===== src/rtl/machine_disp_pkg.sv =====
// Shared types and helpers for the seven-segment digit scanner.
package machine_disp_pkg;

    localparam int unsigned DIGITS = 4;

    // Per-slot phase: digit dark during BLANK to suppress ghosting, lit during SHOW.
    typedef enum logic {
        PhBlank,
        PhShow
    } phase_e;

    // One buffered display frame: decimal points plus four hex digits.
    typedef struct packed {
        logic [3:0]  dp;
        logic [15:0] value;
    } disp_word_t;

    // True when digit `sel` and every higher digit are zero; digit 0 is never hidden.
    function automatic logic lz_hidden(input logic [15:0] value, input logic [1:0] sel);
        logic hidden;
        unique case (sel)
            2'd3:    hidden = (value[15:12] == 4'h0);
            2'd2:    hidden = (value[15:8] == 8'h00);
            2'd1:    hidden = (value[15:4] == 12'h000);
            default: hidden = 1'b0;
        endcase
        return hidden;
    endfunction

endpackage


===== src/rtl/machine_scan_timer.sv =====
// Slot counter, digit index and blank/show phase FSM for the digit scanner.
// Exposes next-state values so the top can register its outputs aligned
// with the digit index.
module machine_scan_timer
    import machine_disp_pkg::*;
#(
    parameter int unsigned PRESCALE = 50000,
    parameter int unsigned BLANK    = 500
) (
    input  logic       clk_i,
    input  logic       rst_ni,
    output logic       slot_end_o,
    output logic [1:0] digit_sel_o,
    output logic [1:0] digit_sel_next_o,
    output logic       show_next_o,
    output logic       frame_end_next_o
);

    localparam int unsigned CntW         = $clog2(PRESCALE);
    localparam int unsigned BlankLastInt = (BLANK == 0) ? 0 : BLANK - 1;
    localparam logic [CntW-1:0] SlotLast  = CntW'(PRESCALE - 1);
    localparam logic [CntW-1:0] BlankLast = CntW'(BlankLastInt);
    localparam logic [1:0]      SelLast   = 2'(DIGITS - 1);

    logic [CntW-1:0] slot_cnt_q, slot_cnt_d;
    logic [1:0]      sel_q, sel_d;
    phase_e          phase_q, phase_d;
    logic            slot_end;

    // Next-state: counter wrap, digit advance at slot end, phase transitions.
    always_comb begin
        slot_end   = (slot_cnt_q == SlotLast);
        slot_cnt_d = slot_end ? '0 : slot_cnt_q + CntW'(1);
        sel_d      = slot_end ? sel_q + 2'd1 : sel_q;
        phase_d    = phase_q;
        unique case (phase_q)
            PhBlank: begin
                if (BLANK == 0 || slot_cnt_q == BlankLast) begin
                    phase_d = PhShow;
                end
            end
            PhShow: begin
                // With no blanking interval the digit stays lit across slots.
                if (slot_end && BLANK != 0) begin
                    phase_d = PhBlank;
                end
            end
        endcase
    end

    // Timer state registers.
    always_ff @(posedge clk_i or negedge rst_ni) begin
        if (!rst_ni) begin
            slot_cnt_q <= '0;
            sel_q      <= '0;
            phase_q    <= PhBlank;
        end else begin
            slot_cnt_q <= slot_cnt_d;
            sel_q      <= sel_d;
            phase_q    <= phase_d;
        end
    end

    assign slot_end_o       = slot_end;
    assign digit_sel_o      = sel_q;
    assign digit_sel_next_o = sel_d;
    assign show_next_o      = (phase_d == PhShow);
    assign frame_end_next_o = (slot_cnt_d == SlotLast) && (sel_d == SelLast);

endmodule


===== src/rtl/machine_digit_scan.sv =====
// Four-digit seven-segment scanner: buffers one pending frame behind a
// valid/ready handshake and commits it only at frame boundaries.
module machine_digit_scan
    import machine_disp_pkg::*;
#(
    parameter int unsigned PRESCALE = 50000,
    parameter int unsigned BLANK    = 500
) (
    input  logic        system1000,
    input  logic        system1000_rstn,
    input  logic [15:0] value_in,
    input  logic [3:0]  dp_in,
    input  logic        value_valid,
    output logic        value_ready,
    input  logic        lz_blank,
    output logic [1:0]  digit_sel,
    output logic        digit_en,
    output logic [3:0]  nibble,
    output logic        dp,
    output logic        frame_tick
);

    logic       slot_end;
    logic [1:0] sel_cur;
    logic [1:0] sel_next;
    logic       show_next;
    logic       frame_end_next;
    logic       frame_end;
    logic       hide;

    disp_word_t pending_q, pending_d;
    disp_word_t display_q, display_d;
    logic       full_q, full_d;

    logic       digit_en_q;
    logic [3:0] nibble_q;
    logic       dp_q;
    logic       frame_tick_q;

    machine_scan_timer #(
        .PRESCALE(PRESCALE),
        .BLANK   (BLANK)
    ) u_timer (
        .clk_i           (system1000),
        .rst_ni          (system1000_rstn),
        .slot_end_o      (slot_end),
        .digit_sel_o     (sel_cur),
        .digit_sel_next_o(sel_next),
        .show_next_o     (show_next),
        .frame_end_next_o(frame_end_next)
    );

    assign frame_end   = slot_end && (sel_cur == 2'(DIGITS - 1));
    assign value_ready = !full_q;

    // Buffer next-state: drain pending into display at frame end, else accept offers.
    // Drain needs full and accept needs empty, so they never collide.
    always_comb begin
        pending_d = pending_q;
        display_d = display_q;
        full_d    = full_q;
        if (frame_end && full_q) begin
            display_d = pending_q;
            full_d    = 1'b0;
        end
        if (value_valid && !full_q) begin
            pending_d = '{dp: dp_in, value: value_in};
            full_d    = 1'b1;
        end
        hide = lz_blank && lz_hidden(display_d.value, sel_next);
    end

    // Buffer registers and output registers, computed from next-state so
    // they line up with the registered digit index.
    always_ff @(posedge system1000 or negedge system1000_rstn) begin
        if (!system1000_rstn) begin
            pending_q    <= '0;
            display_q    <= '0;
            full_q       <= 1'b0;
            digit_en_q   <= 1'b0;
            nibble_q     <= 4'h0;
            dp_q         <= 1'b0;
            frame_tick_q <= 1'b0;
        end else begin
            pending_q    <= pending_d;
            display_q    <= display_d;
            full_q       <= full_d;
            digit_en_q   <= show_next && !hide;
            nibble_q     <= display_d.value[{sel_next, 2'b00} +: 4];
            dp_q         <= display_d.dp[sel_next] && !hide;
            frame_tick_q <= frame_end_next;
        end
    end

    assign digit_sel  = sel_cur;
    assign digit_en   = digit_en_q;
    assign nibble     = nibble_q;
    assign dp         = dp_q;
    assign frame_tick = frame_tick_q;

endmodule


===== config.mk =====
export PLATFORM = sky130hd
export DESIGN_NAME = machine_digit_scan
export DESIGN_NICKNAME = d
export VERILOG_FILES = /design/src/rtl/machine_disp_pkg.sv /design/src/rtl/machine_scan_timer.sv /design/src/rtl/machine_digit_scan.sv
export SDC_FILE = /design/constraint.sdc
export NUM_CORES = 1
export LEC_CHECK = 0
export BUFFER_PORTS_ARGS = -buffer_cell sky130_fd_sc_hd__buf_4
export CAP_MARGIN = 25
export CORE_ASPECT_RATIO = 0.8
export CORE_MARGIN = 10
export CORE_UTILIZATION = 35
export DETAILED_ROUTE_END_ITERATION = 7
export PLACE_DENSITY_LB_ADDON = 0.25
export SLEW_MARGIN = 40
export SYNTH_ARGS = -nofsm -noshare
export SYNTH_HDL_FRONTEND = slang
export SYNTH_SLANG_ARGS = --single-unit
export TNS_END_PERCENT = 100

===== constraint.sdc =====
create_clock -name system1000 -period 3.32 [get_ports system1000]
set_input_delay 0.332 -clock system1000 [delete_from_list [all_inputs] [get_ports system1000]]
set_output_delay 0.332 -clock system1000 [all_outputs]
set_load 0.01 [all_outputs]

=== Yosys cells after proc, flatten, opt, wreduce, memory -nomap -nowiden ===
Index checks and enable logic that the tools add are counted.

* Reduce and logical (&&, ||, !) cells: 13
* Eq/ne operators: 7
* $add $sub $neg: 2
* Muxes and demuxes: 11
* Shifts and indexed selects: 1
* Bitwise gates (word level): 1
* Multiply operators: 0
* Div/mod/pow operators: 0
* Magnitude comparators: 1

{| class="wikitable"
|+ Operator list
! cell !! count
|-
| $eq A16 B16 Y1 const B || 2
|-
| $mux W20 || 1
|-
| $add A16 B1 Y16 const B || 1
|-
| $eq A16 B9 Y1 const B || 1
|-
| $mux W16 || 1
|-
| $shiftx A16 B5 Y4 || 1
|-
| $logic_not A12 Y1 || 1
|-
| $logic_not A8 Y1 || 1
|-
| $logic_and A1 B1 Y1 || 7
|-
| $eq A2 B2 Y1 const B || 3
|-
| $mux W1 || 5
|-
| $logic_not A4 Y1 || 1
|-
| $lt A2 B3 Y1 const B || 1
|-
| $pmux W1 S3 || 1
|-
| $add A2 B1 Y2 const B || 1
|-
| $bmux W1 S2 || 1
|-
| $eq A2 B1 Y1 const B || 1
|-
| $logic_not A1 Y1 || 2
|-
| $mux W2 || 1
|-
| $pmux W1 S2 || 1
|-
| $reduce_bool A2 Y1 || 1
|-
| $not A1 Y1 || 1
|}

* Memories kept: 0
* Logic and storage cells: 48
* Bits in registers: 67
* ROM bits: 0
* Bits in latches: 0
* Bits in writable memories: 0

=== Depth between registers and ports, before layout ===
Gate-level depths: netlist of run 1.

* Depth after elaboration: 9
* Depth in mapped cells: 9
* Gate-level depth less buffers: 8

=== By module ===
A second synthesis of run 1 with hierarchy kept.

* Cells, all modules: 222
* Area, all modules: 3025.4 um2

{| class="wikitable"
|+ Modules (own cells, without submodules)
! module !! cells an instance !! times used !! seq. area each (um2) !! area an instance (um2)
|-
| machine_digit_scan || 123 || 1 || 1201.2 || 2000.7
|-
| machine_scan_timer || 99 || 1 || 475.5 || 1024.7
|}

=== Worst setup path before layout of run 1 ===
OpenSTA, ideal clock, no wires.

* Path type: reg2reg
* From: register u_timer.slot_cnt_q[10]
* To: register nibble_q[1], in the netlist nibble[1]
* Setup time: 0.125 ns
* Data required time: 3.195 ns
* Stages on the path, launching flop included: 8
* Buffers on the path: 1
* Setup slack: 0.675 ns
* Period minus slack after synthesis: 2.645 ns
* Arrival time: 2.520 ns
* Path through: dfrtp_1 > or4_1 > buf_2 > nor4_4 > mux2i_2 > inv_2 > or3_1 > nor3b_1

{| class="wikitable"
|+ RTL lines
! what !! line !! RTL
|-
| from (decl) || machine_scan_timer.sv:25 || <nowiki>logic [CntW-1:0] slot_cnt_q, slot_cnt_d;</nowiki>
|-
| from (signal assigned) || machine_scan_timer.sv:58 || <nowiki>slot_cnt_q <= slot_cnt_d;</nowiki>
|-
| $eq A16 B16 Y1 || machine_scan_timer.sv:32 || <nowiki>slot_end = (slot_cnt_q == SlotLast);</nowiki>
|-
| $mux W2 || machine_scan_timer.sv:34 || <nowiki>sel_d = slot_end ? sel_q + 2'd1 : sel_q;</nowiki>
|-
| named net sel_next[1] || machine_digit_scan.sv:25 || <nowiki>logic [1:0] sel_next;</nowiki>
|-
| $shiftx A16 B5 Y4 || machine_digit_scan.sv:89 || <nowiki>nibble_q <= display_d.value[{sel_next, 2'b00} +: 4];</nowiki>
|-
| to (signal assigned) || machine_digit_scan.sv:89 ||
|-
| to (decl) || machine_digit_scan.sv:36 || <nowiki>logic [3:0] nibble_q;</nowiki>
|}

The timed path passes the listed nets, and every way through them passes these cells.
A chain may end at the register's enable or synchronous reset.

=== Final worst setup path of run 1 ===
* From: register u_timer.slot_cnt_q[10]
* To: register dp_q, in the netlist dp

* Word-level cells in the longest chain between the ends: 9

{| class="wikitable"
|+ RTL lines
! what !! line !! RTL
|-
| $eq A16 B16 Y1 (*) || machine_scan_timer.sv:32 ||
|-
| $logic_and A1 B1 Y1 || machine_digit_scan.sv:53 || <nowiki>assign frame_end = slot_end && (sel_cur == 2'(DIGITS - 1));</nowiki>
|-
| $logic_and A1 B1 Y1 || machine_digit_scan.sv:62 || <nowiki>if (frame_end && full_q) begin</nowiki>
|-
| $mux W20 || machine_digit_scan.sv:62 ||
|-
| $logic_not A12 Y1 (tied with other cells) || machine_disp_pkg.sv:24 || <nowiki>2'd1: hidden = (value[15:4] == 12'h000);</nowiki>
|-
| $pmux W1 S3 || machine_disp_pkg.sv:21 || <nowiki>unique case (sel)</nowiki>
|-
| $logic_and A1 B1 Y1 || machine_digit_scan.sv:70 || <nowiki>hide = lz_blank && lz_hidden(display_d.value, sel_next);</nowiki>
|-
| $logic_not A1 Y1 || machine_digit_scan.sv:90 || <nowiki>dp_q <= display_d.dp[sel_next] && !hide;</nowiki>
|-
| $logic_and A1 B1 Y1 (*) || machine_digit_scan.sv:90 ||
|-
| to (signal assigned) || machine_digit_scan.sv:90 ||
|-
| to (decl) || machine_digit_scan.sv:37 || <nowiki>logic dp_q;</nowiki>
|}

Every way passes the cells marked *; elsewhere a longest branch is shown, timed or not. The select of a mux whose other input is x is not followed.

==> results of run 1 <==
sequential cells by signal, summed over array words and instances, names as in the netlist:
| register | flops |
|---|---|
| nibble | 4 |
| pending_q | 20 |
| u_timer.slot_cnt_q | 16 |
| u_timer.digit_sel_o | 2 |
| dp | 1 |
| digit_en | 1 |
| frame_tick | 1 |
| u_timer.phase_q | 1 |
| full_q | 1 |
| display_q | 20 |
routing by layer:
metal / wire, um / global-route usage / vias to the layer above / share of wire
met5: 0 / 0 / - / 0
met4: 99 / 0.0419 / 0 / 0.015
met3: 345 / 0.0428 / 9 / 0.052
met2: 2820 / 0.151 / 41 / 0.42
met1: 3400 / 0.150 / 1030 / 0.51
li1: - / - / 1022 / -
worst max-delay path, cell delays in order, from the launching register on:
cell,delay [ps]
dfrtp_1,440
or4_1,710
or4_4,610
nor2_2,220
nand4b_1,140
a221oi_1,470
a211oi_1,90
per-stage QoR:
stage	utilization	power (mW)
global placement	0.405	0.952
detailed placement	0.406	0.954
CTS	0.432	1.69
finish	0.432	1.66
floorplan	-	0.902
global route	0.432	1.74
cells by family (layout without fill, tap and decap cells):
| family | after synthesis | in the layout |
|---|---|---|
| compound gates | 18 | 18 |
| xor+xnor | 15 | 15 |
| fa+ha+maj | 2 | 2 |
| buf+inv | 12 | 59 |
| flops | 67 | 67 |
| mux | 44 | 44 |
| simple gates | 98 | 98 |
cells in the final DEF, fill, tap and decap left out, types with 3 or more instances in the layout:
cell      synthesis  layout
dfrtp_1          67      67
buf_4             1      36
mux2_2           35      35
nand2_1          25      25
nor2_1           14      14
xnor2_1          10      10
nor3_1           10      10
clkbuf_8          0       9
nand3_1           7       7
nor4_1            6       6
or3_1             5       5
xor2_1            5       5
mux2i_1           5       5
nand4_1           4       4
inv_1             3       3
and2_1            3       3
nand4b_1          3       3
o22ai_1           3       3
nor3b_1           3       3
and3_1            3       3
a31oi_1           3       3
a21oi_1           3       3
layout make-up:
cell class	count	area, sq um	area share
flip-flops and latches	67	1680	0.453
multi-input cells	177	1360	0.368
repair buffers	38	292	0.0788
well taps	112	140	0.0379
clock buffers	11	131	0.0355
clock inverters	5	77.6	0.0210
inverters	5	18.8	0.00508
timing repair:
item | CTS | global route
endpoints found under the hold margin | 41 | 0
buffers inserted | 0 | 0
hold buffers | 1 | 0
power breakdown:
group	switching [mW]	internal, mW
registers	0.0220	0.845
logic	0.0284	0.0415
clock network	0.308	0.421
final timing paths:
check	to	slack (ps)	cells after the start
max in group asynchronous	display_q[9]$_DFF_PN0_	2360	2
min reg2reg	display_q[16]$_DFF_PN0_	490	2
min	pending_q[15]$_DFFE_PN0P_	210	2
min in group asynchronous	u_timer.slot_cnt_q[4]$_DFF_PN0_	540	2
max	dp$_DFF_PN0_	490	6
max reg2reg	dp$_DFF_PN0_	490	6
==> summary.md, run 1 <==
| Metric | Value |
|---|---|
| CTS tree | built |
| Hold violation total from the final report | 0 |
| Startpoint types | flop |
| DP HPWL | 4.89 mm |
| TritonCTS buffer count | 9 |
| Crit share post-route | 0.853 |
| Largest family of logic cells by synthesized area | simple AND/OR/NAND/NOR gates |
| CTS Buffer Depth | 2 |
| Seq/Total Area, Yosys | 0.543 |
| NumNets Final | ~320 |
| Fin cells | between 400 and 500 |
| Ranking of synthesized cells by area | dfrtp_1 54%, mux2_2 13%, nand2_1 3.0%, xnor2_1 2.8%, nor2_1 1.7% |
| Synth warn | 0 |
| RSZ-0062 raised after global routing | false |
| Area after DPL | approximately 3500 sq um |
| PD cells | about 450 nW/um^2 |
| Number of global-route vias before repair | 2195 |
| DR vias/cell | 5.07 |
| Setup TNS | 0 ps |
| Final setup fails | 0 |
| Pre-CTS setup slack | 500 ps |
| Status | complete, no violations |
| Core area | 8560 sq um |
| CTS resizes | 0 |
| Area grow syn2layout | 19.7% |
| WHS | roughly 210 ps |
| Synthesized net count | about 280 |
| Netlist cell types | 48 |
| Yosys top cell area share | 0.543 |
| Yosys reg bits | 67 |
| Worst R2R Start | u_timer.slot_cnt_q[10]$_DFF_PN0_ |
| WS Path Type | reg -> reg |
| # IOs | 34 |
| Port bufs | 33 |
| DR WL/cell | 16.0 um |
| DRC Markers | 0 |
| Worst Hold Class | in -> reg |
| Max cap viols | 0 |
| Share of cells above drive strength 1 | 0.323 |
| Most common cell in the netlist | dfrtp_1 |
| 1st-pass router iterations | 4 |
| Dpl cells | 398 |
| XOR/XNOR Fraction of Synth Area | 0.0425 |
| Clock sink total | 67 |
| CP Capture Type | flop |
| DRT Wirelength | ~6.7 mm |
| CP Max Fanout | 6 |
| Vias | 2102 |
| Detail Route Antenna Nets | 0 |
| Die W | ~130 um |
| Worst path arrival time | 3040 ps |
| Worst hold path startpoint | value_in[15] |
| Pleak | 1.73 nW |
| Row count | 30 |
| Initial antenna violation count | 0 |
| Req. time, crit path | about 3500 ps |
| F_max | ~350 MHz |
| Fillers | about 800 |
| Post-synth EDFFs | 0 |
| CTS clk-pin slew, worst paths | 70 ps |
| Largest net degree at the start of global routing | 68 |
| Synth Cell Area | 3090 sq um |
| Root Buffer | clkbuf_8 |
| Floorplan die area | 13000 sq um |
| Post-synthesis simple-gate area fraction | 0.180 |
| Adder-Cell Fraction of Synth Area | 0.00810 |
| Worst-Margin Slew | 636 ps |
| Tmin final | 2830 ps |
| Mux cell area share after synthesis | 0.168 |
| Antenna Cells | 0 |
| Initial Util | 0.361 |
| Compound-Gate Fraction of Synth Area | 0.0397 |
| Clock latency on the worst-skew pair | 350 ps |
| Die Y | 104 um |
| GP Congestion | 0.823 |
| Ys flop type | dfrtp_1 |
| Mapped Cells | approximately 260 |
| Crit. Startpoint | u_timer.slot_cnt_q[10]$_DFF_PN0_ |
| Pins Over Slew Limit | 0 |
| Starting DRT DRC Count | 154 |
| Setup slack after layout | between 400 and 500 ps |
| Global route total overflow | 0 |
| Async SR Flop Fraction | 1.00 |
| First-pass GRT wire length | 11.6 mm |
| Most frequent cells after synthesis | 67 x dfrtp_1, 35 x mux2_2, 25 x nand2_1 |
| Skew final | 13.2 ps |
| GRT Util Overall | 0.110 |
| Post-Syn Area per Cell | about 12 sq um |
| H-tree depth | 3 |
| Worst ir drop on vdd | 0.251 mV |
| Worst relative slew slack | 0.572 |
| Leading area contributor after synthesis | dfrtp_1 |
| Post-route cell area | 3700 sq um |
Note: power is estimated with default switching activity, not from simulation.
==> inputs of run 2 (changes only) <==
clock period = 2.6 ns   (was 3.32 ns; I/O delays follow)
==> summary.md, run 2 (synthesis results as in run 1) <==
| Metric | Value |
|---|---|
| H-tree depth | 3 (unchanged) |
| Sequential Power Share | 0.533 (+0.012) |
| GP Congestion | 0.854 (+3.8%) |
| Port bufs | 33 (unchanged) |
| Tmin final | 2420 ps (-413 ps) |
| Total Power | 2.08 mW (+25%) |
| Req. time, crit path | 2830 ps (-690 ps) |
| CTS tree | built |
| Crit path max-delay family | simple AND/OR/NAND/NOR gates |
| Starting DRT DRC Count | 174 (+13%) |
| Worst path arrival time | 2650 ps (-390 ps) |
| Initial Util | 0.361 (unchanged) |
| Skew final | 5.85 ps (-7.31 ps) |
| CP max stage cell | dfrtp_1 |
| CP Max Fanout | 10 (+4) |
| CP most frequent cell | buf_4 |
| Critical Path, Cell by Cell | ha_1 -> nand3_1 -> buf_4 -> nor4_4 -> buf_4 -> xnor2_1 -> inv_2 -> or3_1 -> nor3b_1 |
| Area grow syn2layout | 23.7% |
| # IOs | 34 (unchanged) |
| Logic gate share of total power | 0.045 (+0.003) |
| Row count | 30 (unchanged) |
| Pre-CTS setup slack | 37.8 ps (-462 ps) |
| CP Capture Type | flop |
| Commonest non-fill, non-tap cells in the layout | 67 x dfrtp_1, 50 x buf_4, 35 x mux2_2 |
| Core area | 8560 sq um (unchanged) |
| DRT Wirelength | 7.11 mm (+6.8%) |
| Clock latency on the worst-skew pair | 350 ps (about the same) |
| 1st-pass router iterations | 4 (unchanged) |
| Vias | 2203 (+4.8%) |
| Crit share post-route | 0.930 (+0.0773) |
| CTS Buffer Depth | 2 (unchanged) |
| Worst ir drop on vdd | 0.267 mV (+6.5%) |
| Root Buffer | clkbuf_8 |
| Setup slack after layout | 181 ps (-307 ps) |
| PD cells | 544 nW/um^2 (+21%) |
| Floorplan die area | 13000 sq um (unchanged) |
| Post-CTS setup buffer count | 0 (unchanged) |
| Worst path bufs/invs | 3 (+3) |
| Pint | 1.60 mW (+23%) |
| Commonest non-fill, non-tap cell in the layout | dfrtp_1 |
| TritonCTS buffer count | 9 (unchanged) |
| Largest net degree at the start of global routing | 44 (-35%) |
| Detail Route Antenna Nets | 0 (unchanged) |
| Clk pwr share | 0.422 (-0.015) |
| CP peak stage delay | 420 ps (-290 ps) |
| Global route total overflow | 0 (unchanged) |
| DR vias/cell | 5.14 (+1.4%) |
| DR WL/cell | 16.6 um (+3.3%) |
| NumNets Final | 338 (+4.3%) |
| Fillers | 791 (-3.7%) |
| Worst-Margin Slew | 593 ps (-42.6 ps) |
| Switching part of the total | 0.229 (+0.0136) |
| Setup TNS | 0 ps (unchanged) |
| CTS clk-pin slew, worst paths | 70 ps (about the same) |
| DRC Markers | 0 (unchanged) |
| Share of cells above drive strength 1 | 0.366 (+0.0425) |
| Worst Hold Class | in -> reg |
| First-pass GRT wire length | 11.9 mm (+2.7%) |
| Pleak | 1.80 nW (+3.9%) |
| Die Y | 104 um (unchanged) |
| Antenna Cells | 0 (unchanged) |
| Pins Over Slew Limit | 0 (unchanged) |
| Switching power | 0.475 mW (+33%) |
| Final setup fails | 0 (unchanged) |
| DP HPWL | 5.35 mm (+9.3%) |
| Hold violation total from the final report | 0 (unchanged) |
| Top flop regs | display_q: 20 flops, pending_q: 20 flops, u_timer.slot_cnt_q: 16 flops |
| GRT Util Overall | 0.112 (+0.00239) |
| F_max | 413 MHz (+17%) |
| Initial antenna violation count | 0 (unchanged) |
| Worst relative slew slack | 0.601 (+0.0287) |
| Die W | 125 um (unchanged) |
| Number of global-route vias before repair | 2311 (+5.3%) |
| Max cap viols | 0 (unchanged) |
| Status | complete, no violations |
| Startpoint types | flop |
| Clock sink total | 67 (unchanged) |
| WS Path Type | reg -> reg |
| RSZ-0062 raised after global routing | false |
==> run 2: power by group through the flow <==
stage	clock, mW	sequential [mW]	combinational, mW
6_report	0.876	1.11	0.0938
5_1_grt	0.952	1.11	0.105
4_1_cts	0.905	1.11	0.0969
3_5_place_dp	0	1.13	0.0953
3_3_place_gp	0	1.13	0.0897
2_1_floorplan	0	1.12	0.0373
==> run 2: layout make-up <==
| cell class | instances | area [sq um] | area share |
|---|---|---|---|
| multi-input cells | 177 | 1380 | 0.360 |
| clock inverters | 6 | 65.1 | 0.0170 |
| flip-flops and latches | 67 | 1680 | 0.439 |
| well taps | 112 | 140 | 0.0367 |
| inverters | 5 | 18.8 | 0.00491 |
| repair buffers | 52 | 405 | 0.106 |
| clock buffers | 10 | 138 | 0.0360 |
==> run 2: worst min-delay path: stages <==
cell	delay (ps)
buf_4	80
nor2_1	30
nor2_1	70
==> run 2: worst paths after layout <==
check | from | endpoint | slack (ps) | cells past startpoint
setup reg to reg | u_timer.slot_cnt_q[0]$_DFF_PN0_ | nibble[2]$_DFF_PN0_ | 180 | 9
min in group asynchronous | system1000_rstn | pending_q[19]$_DFFE_PN0P_ | 360 | 2
max in group asynchronous | system1000_rstn | pending_q[11]$_DFFE_PN0P_ | 1720 | 3
setup / recovery | u_timer.slot_cnt_q[0]$_DFF_PN0_ | nibble[2]$_DFF_PN0_ | 180 | 9
hold reg to reg | display_q[0]$_DFF_PN0_ | display_q[0]$_DFF_PN0_ | 500 | 1
hold / removal | value_valid | full_q$_DFFE_PN0P_ | 140 | 3
==> run 2: through the flow <==
stage               hold WS, ps  area [sq um]  instances  utilization
floorplan                 -35.6          3100        256            -
global placement            418          3580        411        0.418
detailed placement          192          3600        412        0.420
CTS                         117          3810        429        0.445
global route                116          3820        429        0.446
finish                      137          3820        429        0.446
==> run 2: what timing repair did <==
item / in CTS / in global routing
hold buffers: 1 / 0
endpoints found under the hold margin: 24 / 0
resized for setup: 0 / 2
endpoints found under the setup margin: 0 / 3
==> run 2: per-layer routing <==
layer  part of all wire  track usage  routed length, um  vias up
li1                   -            -                  -     1040
met1               0.50        0.151               3530     1113
met2               0.45        0.161               3190       39
met3              0.041       0.0392                294       11
met4              0.014       0.0411                 98        0
met5                  0            0                  0        -
